## src/rtl/seg_scan_ctrl_pkg.sv

```systemverilog
// ---------------------------------------------------------------------------
// seg_scan_ctrl_pkg
// Shared definitions for the multiplexed seven-segment scan controller:
// scan state enumeration, the 9-bit segment word type, the hex-to-segment
// constant table and a counter-width helper.
// ---------------------------------------------------------------------------
package seg_scan_ctrl_pkg;

    typedef enum logic [1:0] {
        ST_IDLE  = 2'd0,
        ST_SHOW  = 2'd1,
        ST_BLANK = 2'd2
    } state_t;

    // bit8 unused (0), bit7 decimal point, bits[6:0] segments g..a
    typedef logic [8:0] seg_t;

    localparam seg_t HEX_SEG_TABLE [16] = '{
        9'h03f, 9'h006, 9'h05b, 9'h04f, 9'h066, 9'h06d, 9'h07d, 9'h007,
        9'h07f, 9'h06f, 9'h077, 9'h07c, 9'h039, 9'h05e, 9'h079, 9'h071
    };

    // Width needed to count 0..v-1, never less than one bit.
    function automatic int cnt_width(input int v);
        if (v > 1) begin
            return $clog2(v);
        end else begin
            return 1;
        end
    endfunction

endpackage

```

## src/rtl/seg_scan_ctrl_g_to_a.sv

```systemverilog
// ---------------------------------------------------------------------------
// g_to_a
// Combinational hex nibble to seven-segment decoder (segments g..a,
// active-high).
// Ports:
//   hex  in  4  nibble to display
//   seg  out 7  segment pattern, bit0 = a ... bit6 = g
// ---------------------------------------------------------------------------
module g_to_a
    import seg_scan_ctrl_pkg::*;
(
    input  logic [3:0] hex,
    output logic [6:0] seg
);

    seg_t full_s;

    // Table lookup; the dp/spare bits of the table word are dropped here.
    always_comb begin
        full_s = HEX_SEG_TABLE[hex];
        seg    = full_s[6:0];
    end

endmodule

```

## src/rtl/seg_scan_ctrl.sv

```systemverilog
// ---------------------------------------------------------------------------
// seg_scan_ctrl
// Time-multiplexed seven-segment display scanner. Each digit is lit for
// DWELL cycles followed by BLANK_CYC dark cycles. New display content is
// taken in through a valid/ready port and only becomes visible at a frame
// wrap (or immediately while idle), so a frame is never torn.
// Ports:
//   clk        in   1           system clock
//   rst        in   1           asynchronous active-high reset
//   en         in   1           scan enable, 0 = dark / idle
//   upd_valid  in   1           update request
//   upd_ready  out  1           update can be accepted (no pending update)
//   upd_data   in   4*N_DIGITS  hex nibbles, digit i = [4i+3:4i]
//   upd_dp     in   N_DIGITS    decimal points, 1 = lit
//   upd_blank  in   N_DIGITS    digit suppress, 1 = dark
//   an         out  N_DIGITS    one-hot active-high digit select
//   seg        out  9           {0, dp, g..a}
//   frame_done out  1           one-cycle pulse on the first cycle of a frame
// ---------------------------------------------------------------------------
module seg_scan_ctrl
    import seg_scan_ctrl_pkg::*;
#(
    parameter int N_DIGITS  = 8,
    parameter int DWELL     = 100000,
    parameter int BLANK_CYC = 16
) (
    input  logic                  clk,
    input  logic                  rst,
    input  logic                  en,
    input  logic                  upd_valid,
    output logic                  upd_ready,
    input  logic [4*N_DIGITS-1:0] upd_data,
    input  logic [N_DIGITS-1:0]   upd_dp,
    input  logic [N_DIGITS-1:0]   upd_blank,
    output logic [N_DIGITS-1:0]   an,
    output logic [8:0]            seg,
    output logic                  frame_done
);

    localparam int DW = cnt_width(DWELL);
    localparam int BW = cnt_width(BLANK_CYC);
    localparam int IW = cnt_width(N_DIGITS);

    localparam logic [DW-1:0] DWELL_LAST = DW'(DWELL - 1);
    localparam logic [BW-1:0] BLANK_LAST = (BLANK_CYC > 0) ? BW'(BLANK_CYC - 1) : '0;
    localparam logic [IW-1:0] IDX_LAST   = IW'(N_DIGITS - 1);

    state_t                state_r, state_n;
    logic [IW-1:0]         idx_r, idx_n;
    logic [DW-1:0]         dcnt_r, dcnt_n;
    logic [BW-1:0]         bcnt_r, bcnt_n;
    logic                  adv_s, wrap_s;

    logic [4*N_DIGITS-1:0] sh_nib_r, sh_nib_n, pend_nib_r, pend_nib_n;
    logic [N_DIGITS-1:0]   sh_dp_r, sh_dp_n, pend_dp_r, pend_dp_n;
    logic [N_DIGITS-1:0]   sh_blank_r, sh_blank_n, pend_blank_r, pend_blank_n;
    logic                  pend_full_r, pend_full_n;
    logic                  xfer_s, in_idle_s;

    logic [3:0]            nib_sel_s;
    logic [6:0]            dec_seg_s;
    logic [N_DIGITS-1:0]   an_n;
    seg_t                  seg_n;
    logic                  ready_r;
    logic [N_DIGITS-1:0]   an_r;
    seg_t                  seg_r;
    logic                  frame_done_r;

    // Scan state, digit index and dwell/blank counters.
    always_ff @(posedge clk or posedge rst) begin
        if (rst) begin
            state_r <= ST_IDLE;
            idx_r   <= '0;
            dcnt_r  <= '0;
            bcnt_r  <= '0;
        end else begin
            state_r <= state_n;
            idx_r   <= idx_n;
            dcnt_r  <= dcnt_n;
            bcnt_r  <= bcnt_n;
        end
    end

    // Next-state logic; adv_s marks the step from one digit to the next.
    always_comb begin
        state_n = state_r;
        idx_n   = idx_r;
        dcnt_n  = dcnt_r;
        bcnt_n  = bcnt_r;
        adv_s   = 1'b0;
        wrap_s  = 1'b0;
        if (!en) begin
            state_n = ST_IDLE;
            idx_n   = '0;
            dcnt_n  = '0;
            bcnt_n  = '0;
        end else begin
            case (state_r)
                ST_IDLE: begin
                    state_n = ST_SHOW;
                    idx_n   = '0;
                    dcnt_n  = '0;
                    bcnt_n  = '0;
                end
                ST_SHOW: begin
                    if (dcnt_r == DWELL_LAST) begin
                        dcnt_n = '0;
                        if (BLANK_CYC == 0) begin
                            adv_s = 1'b1;
                        end else begin
                            state_n = ST_BLANK;
                            bcnt_n  = '0;
                        end
                    end else begin
                        dcnt_n = dcnt_r + DW'(1);
                    end
                end
                ST_BLANK: begin
                    if (bcnt_r == BLANK_LAST) begin
                        bcnt_n  = '0;
                        state_n = ST_SHOW;
                        adv_s   = 1'b1;
                    end else begin
                        bcnt_n = bcnt_r + BW'(1);
                    end
                end
                default: begin
                    state_n = ST_IDLE;
                    idx_n   = '0;
                    dcnt_n  = '0;
                    bcnt_n  = '0;
                end
            endcase
            if (adv_s) begin
                if (idx_r == IDX_LAST) begin
                    idx_n  = '0;
                    wrap_s = 1'b1;
                end else begin
                    idx_n = idx_r + IW'(1);
                end
            end else begin
                wrap_s = 1'b0;
            end
        end
    end

    // Update port: direct shadow write in IDLE, otherwise park in the pending
    // register until the next frame wrap commits it.
    always_comb begin
        xfer_s       = upd_valid & ready_r;
        in_idle_s    = (state_r == ST_IDLE);
        sh_nib_n     = sh_nib_r;
        sh_dp_n      = sh_dp_r;
        sh_blank_n   = sh_blank_r;
        pend_nib_n   = pend_nib_r;
        pend_dp_n    = pend_dp_r;
        pend_blank_n = pend_blank_r;
        pend_full_n  = pend_full_r;
        if (xfer_s && in_idle_s) begin
            sh_nib_n   = upd_data;
            sh_dp_n    = upd_dp;
            sh_blank_n = upd_blank;
        end else if (wrap_s && pend_full_r) begin
            sh_nib_n    = pend_nib_r;
            sh_dp_n     = pend_dp_r;
            sh_blank_n  = pend_blank_r;
            pend_full_n = 1'b0;
        end else begin
            pend_full_n = pend_full_r;
        end
        if (xfer_s && !in_idle_s) begin
            pend_nib_n   = upd_data;
            pend_dp_n    = upd_dp;
            pend_blank_n = upd_blank;
            pend_full_n  = 1'b1;
        end else begin
            pend_nib_n = pend_nib_n;
        end
    end

    // Shadow and pending content registers.
    always_ff @(posedge clk or posedge rst) begin
        if (rst) begin
            sh_nib_r     <= '0;
            sh_dp_r      <= '0;
            sh_blank_r   <= '0;
            pend_nib_r   <= '0;
            pend_dp_r    <= '0;
            pend_blank_r <= '0;
            pend_full_r  <= 1'b0;
        end else begin
            sh_nib_r     <= sh_nib_n;
            sh_dp_r      <= sh_dp_n;
            sh_blank_r   <= sh_blank_n;
            pend_nib_r   <= pend_nib_n;
            pend_dp_r    <= pend_dp_n;
            pend_blank_r <= pend_blank_n;
            pend_full_r  <= pend_full_n;
        end
    end

    // Decoder is fed from next-cycle values so the registered outputs line
    // up with the state they describe (including freshly committed content).
    assign nib_sel_s = sh_nib_n[{idx_n, 2'b00} +: 4];

    g_to_a u_g_to_a (
        .hex (nib_sel_s),
        .seg (dec_seg_s)
    );

    // Output decode for the upcoming cycle.
    always_comb begin
        an_n  = '0;
        seg_n = '0;
        if (state_n == ST_SHOW) begin
            an_n[idx_n] = 1'b1;
            if (sh_blank_n[idx_n]) begin
                seg_n = '0;
            end else begin
                seg_n = {1'b0, sh_dp_n[idx_n], dec_seg_s};
            end
        end else begin
            an_n  = '0;
            seg_n = '0;
        end
    end

    // Registered outputs.
    always_ff @(posedge clk or posedge rst) begin
        if (rst) begin
            an_r         <= '0;
            seg_r        <= '0;
            frame_done_r <= 1'b0;
            ready_r      <= 1'b1;
        end else begin
            an_r         <= an_n;
            seg_r        <= seg_n;
            frame_done_r <= wrap_s;
            ready_r      <= ~pend_full_n;
        end
    end

    assign an         = an_r;
    assign seg        = seg_r;
    assign frame_done = frame_done_r;
    assign upd_ready  = ready_r;

endmodule
```

## config.mk

```make
export PLATFORM = sky130hd
export DESIGN_NAME = seg_scan_ctrl
export DESIGN_NICKNAME = d
export VERILOG_FILES = /design/src/rtl/seg_scan_ctrl_pkg.sv /design/src/rtl/seg_scan_ctrl_g_to_a.sv /design/src/rtl/seg_scan_ctrl.sv
export SDC_FILE = /design/constraint.sdc
export NUM_CORES = 1
export LEC_CHECK = 0
export ABC_AREA = 1
export CORE_MARGIN = 5
export CORE_UTILIZATION = 62
export CTS_CLUSTER_DIAMETER = 60
export DETAILED_ROUTE_END_ITERATION = 10
export PLACE_DENSITY = 0.92
export SLEW_MARGIN = 20
export SYNTH_ARGS = -nofsm -noshare
export SYNTH_HDL_FRONTEND = slang
export SYNTH_HIERARCHICAL = 1
export SYNTH_SLANG_ARGS = --single-unit
```

## constraint.sdc

```tcl
create_clock -name clk -period 11.95 [get_ports clk]
set_input_delay 2.39 -clock clk [delete_from_list [all_inputs] [get_ports clk]]
set_output_delay 2.39 -clock clk [all_outputs]
set_load 0.1 [all_outputs]
```

* Word-level counts from Yosys, hierarchy flattened *
Memories as Yosys holds them, arrays and structs flattened.
Cells that the tools add are included.

operators by class
  add/sub/neg operators = 3
  order comparisons = 3
  eq/ne operators = 8
  shifts and indexed selects = 1
  mux-type cells = 41
  bitwise operators = 3
  reductions and logical operators = 7

operator list
  cell                                                                           count
  32-bit 2-to-1 mux                                                              2
  8-bit 2-to-1 mux                                                               6
  17-bit 2-to-1 mux                                                              2
  17-bit one-hot mux with 2 select lines                                         1
  32-bit by 6-bit indexed part select with 4-bit output                          1
  17-bit by 1-bit adder with 17-bit output (second input constant)               1
  17-bit equality test (second input constant)                                   1
  7-bit 2-to-1 mux                                                               2
  1-bit 2-to-1 mux                                                               12
  3-bit 2-to-1 mux                                                               4
  4-bit 2-to-1 mux                                                               3
  9-bit 2-to-1 mux                                                               1
  4-bit one-hot mux with 2 select lines                                          1
  1-bit binary-select mux with 3-bit select                                      2
  2-bit 2-to-1 mux                                                               3
  2-bit one-hot mux with 3 select lines                                          1
  5-bit >= comparator (second input constant)                                    1
  4-bit NOT with 5-bit output                                                    1
  4-bit by 1-bit adder with 4-bit output (second input constant)                 1
  2-bit by 1-bit equality test with 1-bit output (second input constant)         2
  4-bit equality test (second input constant)                                    1
  1-bit logical AND                                                              4
  3-bit by 4-bit less-than comparator with 1-bit output (second input constant)  1
  3-bit by 1-bit adder with 3-bit output (second input constant)                 1
  other kinds (11)                                                               11

storage, ports and cells
  register bits = 142
  memory bits (read-only) = 144
  input bits = 52
  memories = 1

memories
  name             depth  width  read ports  clocked after Yosys merged registers in  write ports  RTL line                    source
  (no name shown)  16     9      1           0                                        0            seg_scan_ctrl_g_to_a.sv:20  full_s = HEX_SEG_TABLE[hex];

* Depth between registers and ports, before layout *
Gate-level depths: netlist of run 1.

  word-level depth = 16
  gate-level depth with buffers = 23
  mapped depth without buffers = 22

* Modules after synthesis *
The synthesis of run 1 kept the hierarchy.

modules (own cells, without submodules)
  module         instances  cells each  area each (um2)  seq. area each (um2)
  seg_scan_ctrl  1          858         6698.9           3529.6
  g_to_a         1          52          270.3            0.0

* Worst setup path after synthesis of run 1 *
Ideal clock, no wire load.

  path kind = input-to-reg
  start = input port upd_valid
  end = register seg_r[3] (netlist: seg[3])
  setup time = 71 ps
  arrival = 4305 ps
  data required time = 11879 ps
  path slack = 7574 ps
  stages on the path = 19
  buffers on the path = 2
  cell sequence = nand2_1 -> inv_1 -> nand2_1 -> buf_2 -> clkbuf_1 -> nor2_1 -> a31oi_1 -> nand2_1 -> nand2_1 -> nor2_1 -> nand2_1 -> inv_1 -> ha_1 -> nand2_1 -> o21ai_0 -> nand2_1 -> nand2_1 -> nand2_1 -> nor2_1

between the ends
  longest elaborated chain between the ends = 10
  elaborated cells between the ends (all ways) = 13
  those cells by class = shift (1); mux (8); bitwise (2); reduce/logical (1); memory (1)

ends and longest elaborated chain
  item                                                   RTL line                    source
  start, declared                                        seg_scan_ctrl.sv:30         input logic upd_valid,
  1-bit AND                                              seg_scan_ctrl.sv:150        xfer_s = upd_valid & ready_r;
  1-bit logical AND                                      seg_scan_ctrl.sv:159        if (xfer_s && in_idle_s) begin
  32-bit 2-to-1 mux                                      seg_scan_ctrl.sv:159
  net sh_nib_n[5]                                        seg_scan_ctrl.sv:54         logic [4*N_DIGITS-1:0] sh_nib_r, sh_nib_n, pend_nib_r, pend_nib_n;
  32-bit by 6-bit indexed part select with 4-bit output  seg_scan_ctrl.sv:204        assign nib_sel_s = sh_nib_n[{idx_n, 2'b00} +: 4];
  net nib_sel_s[1]                                       seg_scan_ctrl.sv:60         logic [3:0] nib_sel_s;
  4-bit NOT with 5-bit output (implied by the code)      seg_scan_ctrl_g_to_a.sv:20
  memory read 16 x 9 bit                                 -
  7-bit 2-to-1 mux (implied by the code) (2 in series)   seg_scan_ctrl_g_to_a.sv:20
  net dec_seg_s[3]                                       seg_scan_ctrl.sv:61         logic [6:0] dec_seg_s;
  8-bit 2-to-1 mux                                       seg_scan_ctrl.sv:217        if (sh_blank_n[idx_n]) begin
  9-bit 2-to-1 mux                                       seg_scan_ctrl.sv:215        if (state_n == ST_SHOW) begin
  net seg_n[3]                                           seg_scan_ctrl.sv:63         seg_t seg_n;
  end signal, assigned                                   seg_scan_ctrl.sv:237        seg_r <= seg_n;
  end, declared                                          seg_scan_ctrl.sv:66         seg_t seg_r;

The timed path passes the listed nets, and every way through them passes these cells. The select of a mux whose other input is x is not followed.
A chain may end at the register's enable or synchronous reset.

* Worst setup path in the final report of run 1 *
  start = input port en
  end = register seg_r[3] (netlist: seg[3])

between the ends
  longest elaborated chain between the ends = 11
  elaborated cells between the ends (all ways) = 18
  those cells by class = eq/ne (1); shift (1); mux (13); bitwise (1); reduce/logical (1); memory (1)

ends and longest elaborated chain
  item                                                   RTL line                    source
  start, declared                                        seg_scan_ctrl.sv:29         input logic en,
  1-bit 2-to-1 mux                                       seg_scan_ctrl.sv:92         if (!en) begin
  1-bit logical AND                                      seg_scan_ctrl.sv:163        end else if (wrap_s && pend_full_r) begin
  32-bit 2-to-1 mux                                      seg_scan_ctrl.sv:163
  32-bit 2-to-1 mux                                      seg_scan_ctrl.sv:159
  net sh_nib_n[5]                                        seg_scan_ctrl.sv:54
  32-bit by 6-bit indexed part select with 4-bit output  seg_scan_ctrl.sv:204
  net nib_sel_s[1]                                       seg_scan_ctrl.sv:60
  4-bit NOT with 5-bit output (implied by the code)      seg_scan_ctrl_g_to_a.sv:20
  memory read 16 x 9 bit                                 -
  7-bit 2-to-1 mux (implied by the code) (2 in series)   seg_scan_ctrl_g_to_a.sv:20
  net dec_seg_s[3]                                       seg_scan_ctrl.sv:61
  8-bit 2-to-1 mux                                       seg_scan_ctrl.sv:217
  9-bit 2-to-1 mux                                       seg_scan_ctrl.sv:215
  net seg_n[3]                                           seg_scan_ctrl.sv:63

The timed path passes the listed nets, and every way through them passes these cells. The select of a mux whose other input is x is not followed.

==> PnR_summary.wiki, run 1 <==
{| class="wikitable"
! Metric !! Value
|-
| Number of instances in the placed design || 1089
|-
| Root buffer cell || sky130_fd_sc_hd__clkbuf_16
|-
| Most common library cell in the layout ignoring fill and taps || sky130_fd_sc_hd__nand2_1
|-
| Most frequent cells in the layout || sky130_fd_sc_hd__nand2_1, sky130_fd_sc_hd__dfrtp_1, sky130_fd_sc_hd__nor2_1, sky130_fd_sc_hd__clkdlybuf4s50_1, sky130_fd_sc_hd__inv_1
|-
| Max-slew headroom || 34.1%
|-
| Startpoint Class || input pin
|-
| Nets || 1035
|-
| First-pass GRT wire length || about 29000 um
|-
| Number of antenna violations at the first check in global routing || 0
|-
| Pin count of the biggest net entering global routing || 87
|-
| Detailed-route DRC error count || 0
|-
| Crit Path Class || input pin to register
|-
| Clock skew after layout || approximately 0.0088 ns
|-
| FMAX || 169 MHz
|-
| Avg Synthesized Cell Area || 7.66 um^2
|-
| Synth-to-layout area growth || 19.3%
|-
| Filler-free cell count of the finished design || 1120
|-
| Effective utilization at floorplan || 63.7%
|-
| Die Wd || 116 um
|-
| Max FO, Critical Path || 52
|-
| Final count of negative-setup-slack endpoints || 0
|-
| Transition time of the tightest slew-check pin || 0.986 ns
|-
| Detailed-routing iteration count for the pre-antenna-repair pass || 5
|-
| End point of the worst hold path || pend_nib_r[16]
|-
| Worst Reg2Reg Path Length in Cells || 21
|-
| Instance count along the most critical hold path || 2
|-
| Clock latency reported for the late side of the worst-skew pair || ~0.43 ns
|-
| Resize count post-CTS || 0
|-
| Die Outline Area || 13500 um^2
|-
| Number of placed I/O pins || 71
|-
| Final Slew Violations || 0
|-
| Floorplan Core Area || 10900 um^2
|-
| Sum of negative setup slack || 0 ns
|-
| DR vias/cell || 5.62
|-
| Setup repair bufs after CTS || 0
|-
| #FFs+latches synth || 141
|-
| Yosys cell types || 34
|-
| Most numerous cell on the critical path || sky130_fd_sc_hd__nand2_1
|-
| Filler cell count || 730
|-
| Per-cell routed wire length || 15.8 um
|-
| Routed wire length || 17700 um
|-
| Worst path cell trace || clkdlybuf4s50_1 > nand3_1 > nor2_4 > nand2_2 > buf_4 > inv_2 > nand2_1 > a31oi_1 > nand2_1 > nand2_1 > nor2_1 > nand2_1 > inv_1 > ha_1 > nand2_1 > o21ai_0 > nand2_1 > nand2_1 > nand2_1 > nor2_1
|-
| Hold buffer count at CTS || 0
|-
| Required time worst endpoint || about 12 ns
|-
| Buffering stage count on the worst path with inverters included || 4
|-
| Global route total overflow || 0
|-
| Largest delay contributor family on the critical path || buffers and inverters
|-
| Post-DP HPWL || around 11000 um
|-
| Warnings, synthesis || 6
|-
| Reg2reg end || seg[3]
|-
| Final period util || about half
|-
| Antenna Diode Count || 0
|-
| Total number of clock tree sinks || 141
|-
| Longest individual stage delay on the worst path || 0.81 ns
|-
| Placer Congestion || 0.904
|-
| Vias in the first global route || 6091
|-
| Startpoint of the worst register-to-register path || state_r[0]
|-
| Vertical die dimension || 116 um
|-
| Maximum resistive drop on vdd || 0.151 mV
|-
| Minimum setup slack among reg-to-reg paths || roughly 8 ns
|-
| CTS tree || built
|-
| Number of instances in the synthesized netlist || 910
|-
| Shortest clock period the worst path allows after layout || 5.91 ns
|-
| Number of design-rule violations left by the first detailed-router iteration || between 600 and 700
|-
| Arrival time at the worst endpoint || 6.27 ns
|-
| Clock buffers created by TritonCTS || 17
|-
| Min-delay worst type || register to register
|-
| Clock-pin slew reported for the worst setup and hold paths after clock tree synthesis || 0.06 ns
|-
| P_leak || 4.22 nW
|-
| Result of the run || finished, final reports clean
|-
| Seq/Total Area, Yosys || about half
|-
| Number of I/O port buffers || between 60 and 70
|-
| Critical path endpoint category || register
|-
| Max clock buf depth || 2
|-
| Startpoint of the most critical hold path || pend_nib_r[16]
|-
| Post-Synthesis Cell Area || 6970 um^2
|-
| Hold Vio Cnt, Final || 0
|-
| Rows || 38
|-
| Post-synth net total || a little under 1000
|-
| Number of levels in the clock H-tree || 4
|-
| Fraction of layout instances using a drive strength above 1 || approximately 6.8%
|-
| Total power divided by cell area || 184 nW/um^2
|-
| Max capacitance violation total || 0
|-
| DR vias || ~6300
|-
| Global routing usage summed across all routing layers || 27.5%
|-
| Unrepaired setup endpoints after global routing || false
|-
| Cell type of the slowest stage on the worst timing path || sky130_fd_sc_hd__clkdlybuf4s50_1
|-
| Remaining antenna violation count after routing || 0
|}
-- flip-flops by register name (all words and copies together), names as in the netlist --
| name | flops |
|---|---|
| an | 8 |
| sh_nib_r | 32 |
| bcnt_r | 4 |
| pend_dp_r | 8 |
| pend_nib_r | 32 |
| dcnt_r | 17 |
| seg | 8 |
| sh_blank_r | 8 |
| frame_done | 1 |
| state_r | 2 |
| sh_dp_r | 8 |
| pend_full_r | 1 |
| idx_r | 3 |
| pend_blank_r | 8 |
| upd_ready | 1 |
-- how the worst max path moves through the flow --
stage / slack (ns) / depth (start not counted) / startpoint / endpoint
after floorplan: 5.78 / 1 / rst / an[0]
after detailed placement: 5.74 / 20 / en / seg[3]
after CTS: 6.16 / 20 / en / seg[3]
after global placement: 5.95 / 20 / en / seg[3]
after global routing: 5.72 / 20 / en / seg[3]
final: 6.04 / 20 / en / seg[3]
-- cells in the mapped netlist, drive strengths merged --
library cell / n / area (um^2)
nand3: 44 / 235
clkbuf: 18 / 67.6
a31o: 1 / 8.76
o31ai: 2 / 15.0
conb: 1 / 3.75
nor3b: 3 / 22.5
inv: 75 / 282
nor2: 93 / 398
a31oi: 32 / 200
nand3b: 3 / 22.5
ha: 15 / 188
o21ai: 32 / 160
dfrtp: 140 / 3500
a21oi: 9 / 45.0
nand4: 8 / 50.1
nor3: 14 / 75.1
buf: 16 / 97.6
xor2: 5 / 43.8
nand2: 393 / 1490
o21a: 3 / 22.5
o22ai: 2 / 12.5
dfstp: 1 / 26.3
-- worst reg2reg max path: stages (launching register included) --
cell and delay (ns):
sky130_fd_sc_hd__dfrtp_1 0.41, sky130_fd_sc_hd__inv_1 0.09, sky130_fd_sc_hd__ha_1 0.33, sky130_fd_sc_hd__nand3_1 0.17
sky130_fd_sc_hd__nor2_4 0.31, sky130_fd_sc_hd__nand2_2 0.08, sky130_fd_sc_hd__buf_4 0.32, sky130_fd_sc_hd__inv_2 0.56
sky130_fd_sc_hd__nand2_1 0.15, sky130_fd_sc_hd__a31oi_1 0.21, sky130_fd_sc_hd__nand2_1 0.07, sky130_fd_sc_hd__nand2_1 0.09
sky130_fd_sc_hd__nor2_1 0.04, sky130_fd_sc_hd__nand2_1 0.17, sky130_fd_sc_hd__inv_1 0.12, sky130_fd_sc_hd__ha_1 0.29
sky130_fd_sc_hd__nand2_1 0.06, sky130_fd_sc_hd__o21ai_0 0.08, sky130_fd_sc_hd__nand2_1 0.06, sky130_fd_sc_hd__nand2_1 0.06
sky130_fd_sc_hd__nand2_1 0.05, sky130_fd_sc_hd__nor2_1 0.12
-- per-stage QoR --
| step | hold slack, ns | setup slack, ns | total power, mW | instance area (um^2) | util [%] |
|---|---|---|---|---|---|
| finish | 0.472 | 6.04 | 1.53 | 8320 | 76.0 |
| global route | 0.495 | 5.72 | 1.60 | 8320 | 76.0 |
| CTS | 0.474 | 6.16 | 1.52 | 8320 | 76.0 |
| detailed placement | 0.459 | 5.74 | 0.978 | 7710 | 70.5 |
| global placement | 0.455 | 5.95 | 0.964 | 7710 | 70.5 |
| floorplan | 0.442 | 5.78 | 0.883 | 6970 | - |
-- power breakdown --
group	internal (mW)	leakage [nW]	switching, mW
sequential	0.587	1.75	0.0500
combinational	0.114	2.16	0.237
clock	0.344	0.305	0.197
total	1.04	4.22	0.484
-- logic make-up (layout without fill, tap and decap cells) --
family | Yosys count | after routing | share of synthesized area [%]
simple gates | 558 | 558 | 32.9
flops | 141 | 141 | 50.6
buf+inv | 109 | 179 | 6.41
compound gates | 81 | 81 | 6.66
fa+ha+maj | 15 | 15 | 2.69
xor+xnor | 5 | 5 | 0.628
other cells | 1 | 1 | 0.0538
-- final cells by class --
class                   count  area, um^2  area share (%)
clock buffers              25         526            6.32
well taps                 140         175            2.11
inverters                  75         287            3.45
flip-flops and latches    141        3530            42.4
multi-input cells         660        3000            36.1
clock inverters             6        80.1           0.963
repair buffers             73         721            8.67
-- metal layers --
layer	vias up	GRT usage, %	share of wire, %
li1	2972	-	-
met1	2946	38.0	42
met2	334	41.8	47
met3	42	6.68	8.8
met4	0	11.8	2.1
met5	-	0	0
(Power assumes the default switching activity.)
==> run 2, diff against run 1 <==
--- a/config.mk
+++ b/config.mk
@@ -7,10 +7,10 @@
 export LEC_CHECK = 0
 export ABC_AREA = 1
 export CORE_MARGIN = 5
-export CORE_UTILIZATION = 62
+export CORE_UTILIZATION = 52
 export CTS_CLUSTER_DIAMETER = 60
 export DETAILED_ROUTE_END_ITERATION = 10
-export PLACE_DENSITY = 0.92
+export PLACE_DENSITY = 0.83
 export SLEW_MARGIN = 20
 export SYNTH_ARGS = -nofsm -noshare
 export SYNTH_HDL_FRONTEND = slang
==> constraint.sdc (replaced) <==
create_clock -name clk -period 5.1 [get_ports clk]
set_input_delay 1.02 -clock clk [delete_from_list [all_inputs] [get_ports clk]]
set_output_delay 1.02 -clock clk [all_outputs]
set_load 0.1 [all_outputs]
==> PnR_summary.wiki, run 2 (same netlist as run 1, synthesis figures left out) <==
{| class="wikitable"
! Metric !! Value
|-
| Root buffer cell || sky130_fd_sc_hd__clkbuf_16
|-
| Worst path cell trace || clkdlybuf4s50_1 > buf_4 > nand3_1 > nor2_4 > nand2_2 > inv_2 > nand2_1 > a31oi_1 > nand2_1 > nand2_1 > nor2_1 > nand2_1 > inv_1 > ha_1 > nand2_1 > o21ai_0 > nand2_1 > nand2_1 > nand2_1 > nor2_1
|-
| P_leak || 4.22 nW (about the same)
|-
| Area of all placed cells without fillers || 8390 um^2 (+0.93%)
|-
| Post-DP HPWL || 11200 um (+0.58%)
|-
| Largest registers ranked by flip-flop count || pend_nib_r: 32 flops, sh_nib_r: 32 flops, dcnt_r: 17 flops
|-
| Number of design-rule violations left by the first detailed-router iteration || 620 (-2.4%)
|-
| Instance count along the most critical hold path || 2 (unchanged)
|-
| Filler cell count || 1050 (+44%)
|-
| Global route total overflow || 0 (unchanged)
|-
| Hold Vio Cnt, Final || 0 (unchanged)
|-
| Most common library cell in the layout ignoring fill and taps || sky130_fd_sc_hd__nand2_1
|-
| Routed wire length || 17100 um (-3.5%)
|-
| Most numerous cell on the critical path || sky130_fd_sc_hd__nand2_1
|-
| Hold buffer count at CTS || 0 (unchanged)
|-
| Clock skew after layout || 0.00830 ns (-0.000553 ns)
|-
| DR vias/cell || 5.34 (-4.9%)
|-
| Total number of clock tree sinks || 141 (unchanged)
|-
| Antenna Diode Count || 0 (unchanged)
|-
| Effective utilization at floorplan || 52.8% (-11 points)
|-
| CTS tree || built
|-
| Number of placed I/O pins || 71 (unchanged)
|-
| Number of levels in the clock H-tree || 4 (unchanged)
|-
| DR vias || 6193 (-1.6%)
|-
| Maximum resistive drop on vdd || 0.266 mV (+77%)
|-
| Minimum setup slack among reg-to-reg paths || 1.51 ns (-6.51 ns)
|-
| Rows || 42 (+11%)
|-
| Clk network pwr share || 35.8% (+0.4 points)
|-
| Nets || 1037 (+0.19%)
|-
| Max clock buf depth || 2 (unchanged)
|-
| Max-slew headroom || 34.8% (+0.76 points)
|-
| Max capacitance violation total || 0 (unchanged)
|-
| Max FO, Critical Path || 34 (-35%)
|-
| Global routing usage summed across all routing layers || 21.8% (-5.7 points)
|-
| Clock-pin slew reported for the worst setup and hold paths after clock tree synthesis || 0.06 ns (about the same)
|-
| Synth-to-layout area growth || 20.4%
|-
| FMAX || 253 MHz
|-
| Required time worst endpoint || 5.47 ns (-6.84 ns)
|-
| End point of the worst hold path || pend_dp_r[2]
|-
| Pin count of the biggest net entering global routing || 87 (unchanged)
|-
| Post-placement cell area || 7780 um^2 (+0.94%)
|-
| Fraction of layout instances using a drive strength above 1 || 7.12% (+0.28 points)
|-
| Worst Hold Slack || 0.473 ns (+0.000994 ns)
|-
| Cell type of the slowest stage on the worst timing path || sky130_fd_sc_hd__inv_2
|-
| Shortest clock period the worst path allows after layout || between 3 and 4 ns
|-
| Crit Path Class || input pin to register
|-
| Detailed-route DRC error count || 0 (unchanged)
|-
| Storage element area || 3530 um^2 (unchanged)
|-
| Largest delay contributor family on the critical path || simple AND/OR/NAND/NOR gates
|-
| Vertical die dimension || 126 um (+8.4%)
|-
| Final count of negative-setup-slack endpoints || 0 (unchanged)
|-
| Setup repair bufs after CTS || 0 (unchanged)
|-
| Switching component of the power || 1.13 mW (+130%)
|-
| Clock buffers created by TritonCTS || 17 (unchanged)
|-
| Clock latency reported for the late side of the worst-skew pair || 0.43 ns (about the same)
|-
| Detailed-routing iteration count for the pre-antenna-repair pass || 5 (unchanged)
|-
| Result of the run || finished, final reports clean
|-
| Placer Congestion || 0.901 (-0.36%)
|-
| Vias in the first global route || 5874 (-3.6%)
|-
| Floorplan Core Area || 13200 um^2 (+21%)
|-
| Die Outline Area || 15800 um^2 (+18%)
|-
| Multi-input combinational cell area || 3000 um^2 (unchanged)
|-
| Number of instances in the placed design || 1127 (+3.5%)
|-
| Sum of negative setup slack || 0 ns (unchanged)
|-
| Startpoint of the worst register-to-register path || state_r[0]
|-
| Startpoint Class || input pin
|-
| Remaining antenna violation count after routing || 0 (unchanged)
|-
| Filler-free cell count of the finished design || 1159 (+3.5%)
|-
| Number of antenna violations at the first check in global routing || 0 (unchanged)
|-
| Die Wd || 126 um (+8.4%)
|-
| Startpoint of the most critical hold path || pend_dp_r[2]
|-
| Sequential group share of total power || 41.5% (-0.2 points)
|-
| Per-cell routed wire length || 14.7 um (-6.8%)
|-
| Final Slew Violations || 0 (unchanged)
|-
| Final period util || a little under 80%
|-
| Share of total power in combinational logic || 22.7% (-0.2 points)
|-
| Most frequent cells in the layout || sky130_fd_sc_hd__nand2_1, sky130_fd_sc_hd__dfrtp_1, sky130_fd_sc_hd__nor2_1, sky130_fd_sc_hd__clkdlybuf4s50_1, sky130_fd_sc_hd__inv_1
|-
| Critical path endpoint category || register
|-
| Total power divided by cell area || 426 nW/um^2 (+130%)
|-
| Min-delay worst type || register to register
|-
| Buffering stage count on the worst path with inverters included || 4 (unchanged)
|-
| Resize count post-CTS || 0 (unchanged)
|-
| Switching Share || 31.6% (-0.092 points)
|-
| Cell-internal power || 2.45 mW (+130%)
|-
| Unrepaired setup endpoints after global routing || false
|-
| Worst Reg2Reg Path Length in Cells || 20 (-4.8%)
|-
| Utilization after layout || 63.6% (-12 points)
|-
| Number of I/O port buffers || 69 (unchanged)
|-
| First-pass GRT wire length || 28100 um (-3.1%)
|-
| Longest individual stage delay on the worst path || 0.47 ns (-0.34 ns)
|-
| Arrival time at the worst endpoint || 4.32 ns (-1.95 ns)
|-
| Reg2reg end || seg[3]
|-
| Transition time of the tightest slew-check pin || 0.974 ns (-0.0114 ns)
|}
run 2: metal layers:
layer / vias up / global-route usage, % / wire length, um
li1: 2975 / - / -
met1: 2937 / 29.6 / 7650
met2: 253 / 35.1 / 8050
met3: 28 / 4.61 / 1100
met4: 0 / 7.51 / 265
met5: - / 0 / 0
run 2: through the flow:
stage          total power [mW]  setup WS [ns]
3_3_place_gp               2.26          0.928
6_report                   3.58           1.15
3_5_place_dp               2.29          0.784
2_1_floorplan              2.07          0.300
4_1_cts                    3.57           1.23
5_1_grt                    3.75          0.936
run 2: worst max-delay path by stage:
stage,startpoint,end,slack [ns],depth (start not counted)
5_1_grt,en,seg[3],0.94,20
3_3_place_gp,en,seg[3],0.93,20
4_1_cts,en,seg[3],1.23,20
3_5_place_dp,en,seg[3],0.78,20
6_report,en,seg[3],1.15,20
2_1_floorplan,rst,an[0],0.30,1
run 2: cell type report:
cell class,instances,area share [%]
Timing Repair Buffer,75,8.91
Clock inverter,11,1.67
Tap cell,176,2.62
Sequential cell,141,42.1
Clock buffer,21,5.61
Multi-Input combinational cell,660,35.7
Inverter,75,3.41
run 2: power by group through the flow:
stage	clock [mW]	combinational, mW	sequential (mW)
final	1.28	0.811	1.48
after global placement	0	0.775	1.49
after CTS	1.28	0.809	1.48
after detailed placement	0	0.801	1.49
after global routing	1.34	0.907	1.51
after floorplan	0	0.479	1.59
run 2: tightest hold or removal path, delay by kind of cell, from the launching register on:
kind,cells,cell delay (ns)
flops,1,0.34
simple gates,2,0.11
==> run 3, diff against run 2 <==
==> constraint.sdc (replaced) <==
create_clock -name clk -period 3.25 [get_ports clk]
set_input_delay 0.65 -clock clk [delete_from_list [all_inputs] [get_ports clk]]
set_output_delay 0.65 -clock clk [all_outputs]
set_load 0.1 [all_outputs]
==> PnR_summary.wiki, run 3 (same netlist as run 1, synthesis figures left out) <==
{| class="wikitable"
! Metric !! Value
|-
| Result of the run || finished, final reports clean
|-
| Area of all placed cells without fillers || 8480 um^2 (+1.0%)
|-
| Nets || 1057 (+1.9%)
|-
| Clock latency reported for the late side of the worst-skew pair || 0.42 ns (about the same)
|-
| Hold buffer count at CTS || 0 (unchanged)
|-
| Die Wd || 126 um (unchanged)
|-
| Hold Vio Cnt, Final || 0 (unchanged)
|-
| Number of I/O port buffers || 69 (unchanged)
|-
| Total power divided by cell area || 634 nW/um^2 (+49%)
|-
| Startpoint of the most critical hold path || pend_nib_r[16]
|-
| Fraction of layout instances using a drive strength above 1 || 9.99% (+2.9 points)
|-
| Max capacitance violation total || 0 (unchanged)
|-
| Max clock buf depth || 2 (unchanged)
|-
| CTS tree || built
|-
| Final count of negative-setup-slack endpoints || 0 (unchanged)
|-
| Most frequent cells in the layout || sky130_fd_sc_hd__nand2_1, sky130_fd_sc_hd__dfrtp_1, sky130_fd_sc_hd__nor2_1, sky130_fd_sc_hd__inv_1, sky130_fd_sc_hd__clkdlybuf4s50_1
|-
| Critical path endpoint category || register
|-
| Sum of negative setup slack || 0 ns (unchanged)
|-
| Die Outline Area || 15800 um^2 (unchanged)
|-
| DR vias/cell || 5.19 (-2.9%)
|-
| Number of placed I/O pins || 71 (unchanged)
|-
| Startpoint Class || register
|-
| Detailed-route DRC error count || 0 (unchanged)
|-
| Post-DP HPWL || 11500 um (+2.1%)
|-
| Worst Reg2Reg Path Length in Cells || 18 (-10%)
|-
| Max-slew headroom || 49.3% (+14 points)
|-
| P_leak || 4.32 nW (+2.5%)
|-
| Instance count along the most critical hold path || 2 (unchanged)
|-
| DR vias || 6105 (-1.4%)
|-
| Max FO, Critical Path || 9 (-74%)
|-
| Filler cell count || 1097 (+4.5%)
|-
| Detailed-routing iteration count for the pre-antenna-repair pass || 5 (unchanged)
|-
| Post-placement cell area || 7920 um^2 (+1.7%)
|-
| Routed wire length || 16900 um (-1.2%)
|-
| Total number of clock tree sinks || 141 (unchanged)
|-
| Final Slew Violations || 0 (unchanged)
|-
| Arrival time at the worst endpoint || 3.24 ns (-1.08 ns)
|-
| First-pass GRT wire length || 28900 um (+2.7%)
|-
| FMAX || approximately 340 MHz
|-
| Most common library cell in the layout ignoring fill and taps || sky130_fd_sc_hd__nand2_1
|-
| Global routing usage summed across all routing layers || 22.4% (+0.54 points)
|-
| Reg2reg end || seg[2]
|-
| Required time worst endpoint || 3.56 ns (-1.91 ns)
|-
| Startpoint of the worst register-to-register path || state_r[0]
|-
| Number of levels in the clock H-tree || 4 (unchanged)
|-
| Per-cell routed wire length || 14.3 um (-2.7%)
|-
| Global route total overflow || 0 (unchanged)
|-
| Synth-to-layout area growth || 21.7%
|-
| Vias in the first global route || 5960 (+1.5%)
|-
| Minimum setup slack among reg-to-reg paths || 0.32 ns (-1.19 ns)
|-
| Crit Path Class || register to register
|-
| Number of antenna violations at the first check in global routing || 0 (unchanged)
|-
| Maximum resistive drop on vdd || 0.423 mV (+59%)
|-
| Vertical die dimension || 126 um (unchanged)
|-
| Transition time of the tightest slew-check pin || 0.761 ns (-0.213 ns)
|-
| Antenna Diode Count || 0 (unchanged)
|-
| Remaining antenna violation count after routing || 0 (unchanged)
|-
| Worst Hold Slack || 0.470 ns (-0.00347 ns)
|-
| Final period util || 90.2%
|-
| Clock skew after layout || 0.00739 ns (-0.000908 ns)
|-
| Root buffer cell || sky130_fd_sc_hd__clkbuf_16
|-
| Clock-pin slew reported for the worst setup and hold paths after clock tree synthesis || 0.05 ns (about the same)
|-
| Clock buffers created by TritonCTS || 17 (unchanged)
|-
| End point of the worst hold path || pend_nib_r[16]
|-
| Rows || 42 (unchanged)
|-
| Min-delay worst type || register to register
|-
| Largest registers ranked by flip-flop count || pend_nib_r: 32 flops, sh_nib_r: 32 flops, dcnt_r: 17 flops
|-
| Placer Congestion || 0.865 (-4.0%)
|-
| Pin count of the biggest net entering global routing || 142 (+63%)
|-
| Shortest clock period the worst path allows after layout || 2.93 ns
|-
| Floorplan Core Area || 13200 um^2 (unchanged)
|-
| Number of design-rule violations left by the first detailed-router iteration || 582 (-6.1%)
|-
| Effective utilization at floorplan || 52.8% (unchanged)
|}
-- run 3: cell types whose count changed in the layout (fill, tap and decap cells not counted), sizes merged, moves of 2 or more --
cell,before,now
buf,6,44
bufinv,3,1
clkbuf,21,29
clkdlybuf4s50,69,51
clkinv,4,0
clkinvlp,4,1
-- run 3: where the power goes --
group / internal (mW) / leakage [nW] / switching, mW
Sequential: 2.16 / 1.75 / 0.171
Combinational: 0.431 / 2.32 / 0.844
Clock: 1.11 / 0.256 / 0.664
Total: 3.70 / 4.32 / 1.68
-- run 3: critical path: stages (launching register included) --
cell	delay (ns)
sky130_fd_sc_hd__dfrtp_1	0.41
sky130_fd_sc_hd__inv_1	0.10
sky130_fd_sc_hd__ha_2	0.27
sky130_fd_sc_hd__inv_2	0.08
sky130_fd_sc_hd__nor2_2	0.18
sky130_fd_sc_hd__nand2_1	0.12
sky130_fd_sc_hd__nand3_2	0.14
sky130_fd_sc_hd__nand2_1	0.17
sky130_fd_sc_hd__nor2_1	0.25
sky130_fd_sc_hd__buf_4	0.21
sky130_fd_sc_hd__nand2_1	0.06
sky130_fd_sc_hd__nand2_1	0.07
sky130_fd_sc_hd__nor2_1	0.05
sky130_fd_sc_hd__nand2_1	0.22
sky130_fd_sc_hd__inv_1	0.17
sky130_fd_sc_hd__o21ai_0	0.12
sky130_fd_sc_hd__nand2_1	0.07
sky130_fd_sc_hd__nand2_1	0.07
sky130_fd_sc_hd__nor2_1	0.04
-- run 3: final cells by class --
type	instances	area (um^2)	area share [%]
clock inverters	1	30.0	0.354
well taps	176	220	2.60
multi-input cells	660	3020	35.7
clock buffers	29	500	5.90
flip-flops and latches	141	3530	41.6
repair buffers	95	891	10.5
inverters	75	285	3.36
-- run 3: how the worst max path moves through the flow --
stage,slack (ns),from,endpoint
2_1_floorplan,0.46,upd_ready,seg[3]
3_3_place_gp,0.09,en,seg[3]
3_5_place_dp,0.03,en,seg[3]
4_1_cts,0.24,state_r[0],seg[3]
5_1_grt,-0.02,bcnt_r[0],seg[3]
6_report,0.32,state_r[0],seg[2]
-- run 3: metrics by stage --
step                instances  utilization [%]  setup WS, ns  total power [mW]
floorplan                 910                -         0.465              3.25
finish                   1177             64.3         0.319              5.37
global route             1177             64.3       -0.0163              5.67
CTS                      1176             64.0         0.244              5.40
detailed placement       1146             60.0        0.0349              3.61
global placement         1146             60.0        0.0861              3.57
-- run 3: what timing repair did --
item,4_1_cts,5_1_grt
buffers inserted,0,1
setup endpoints to repair,0,6
gates resized for setup,0,6
-- run 3: routing by layer --
layer	vias to the layer above	wire length (um)	global-route usage (%)
li1	3020	-	-
met1	2875	7660	31.1
met2	187	8020	35.0
met3	23	882	4.32
met4	0	297	8.64
met5	-	0	0
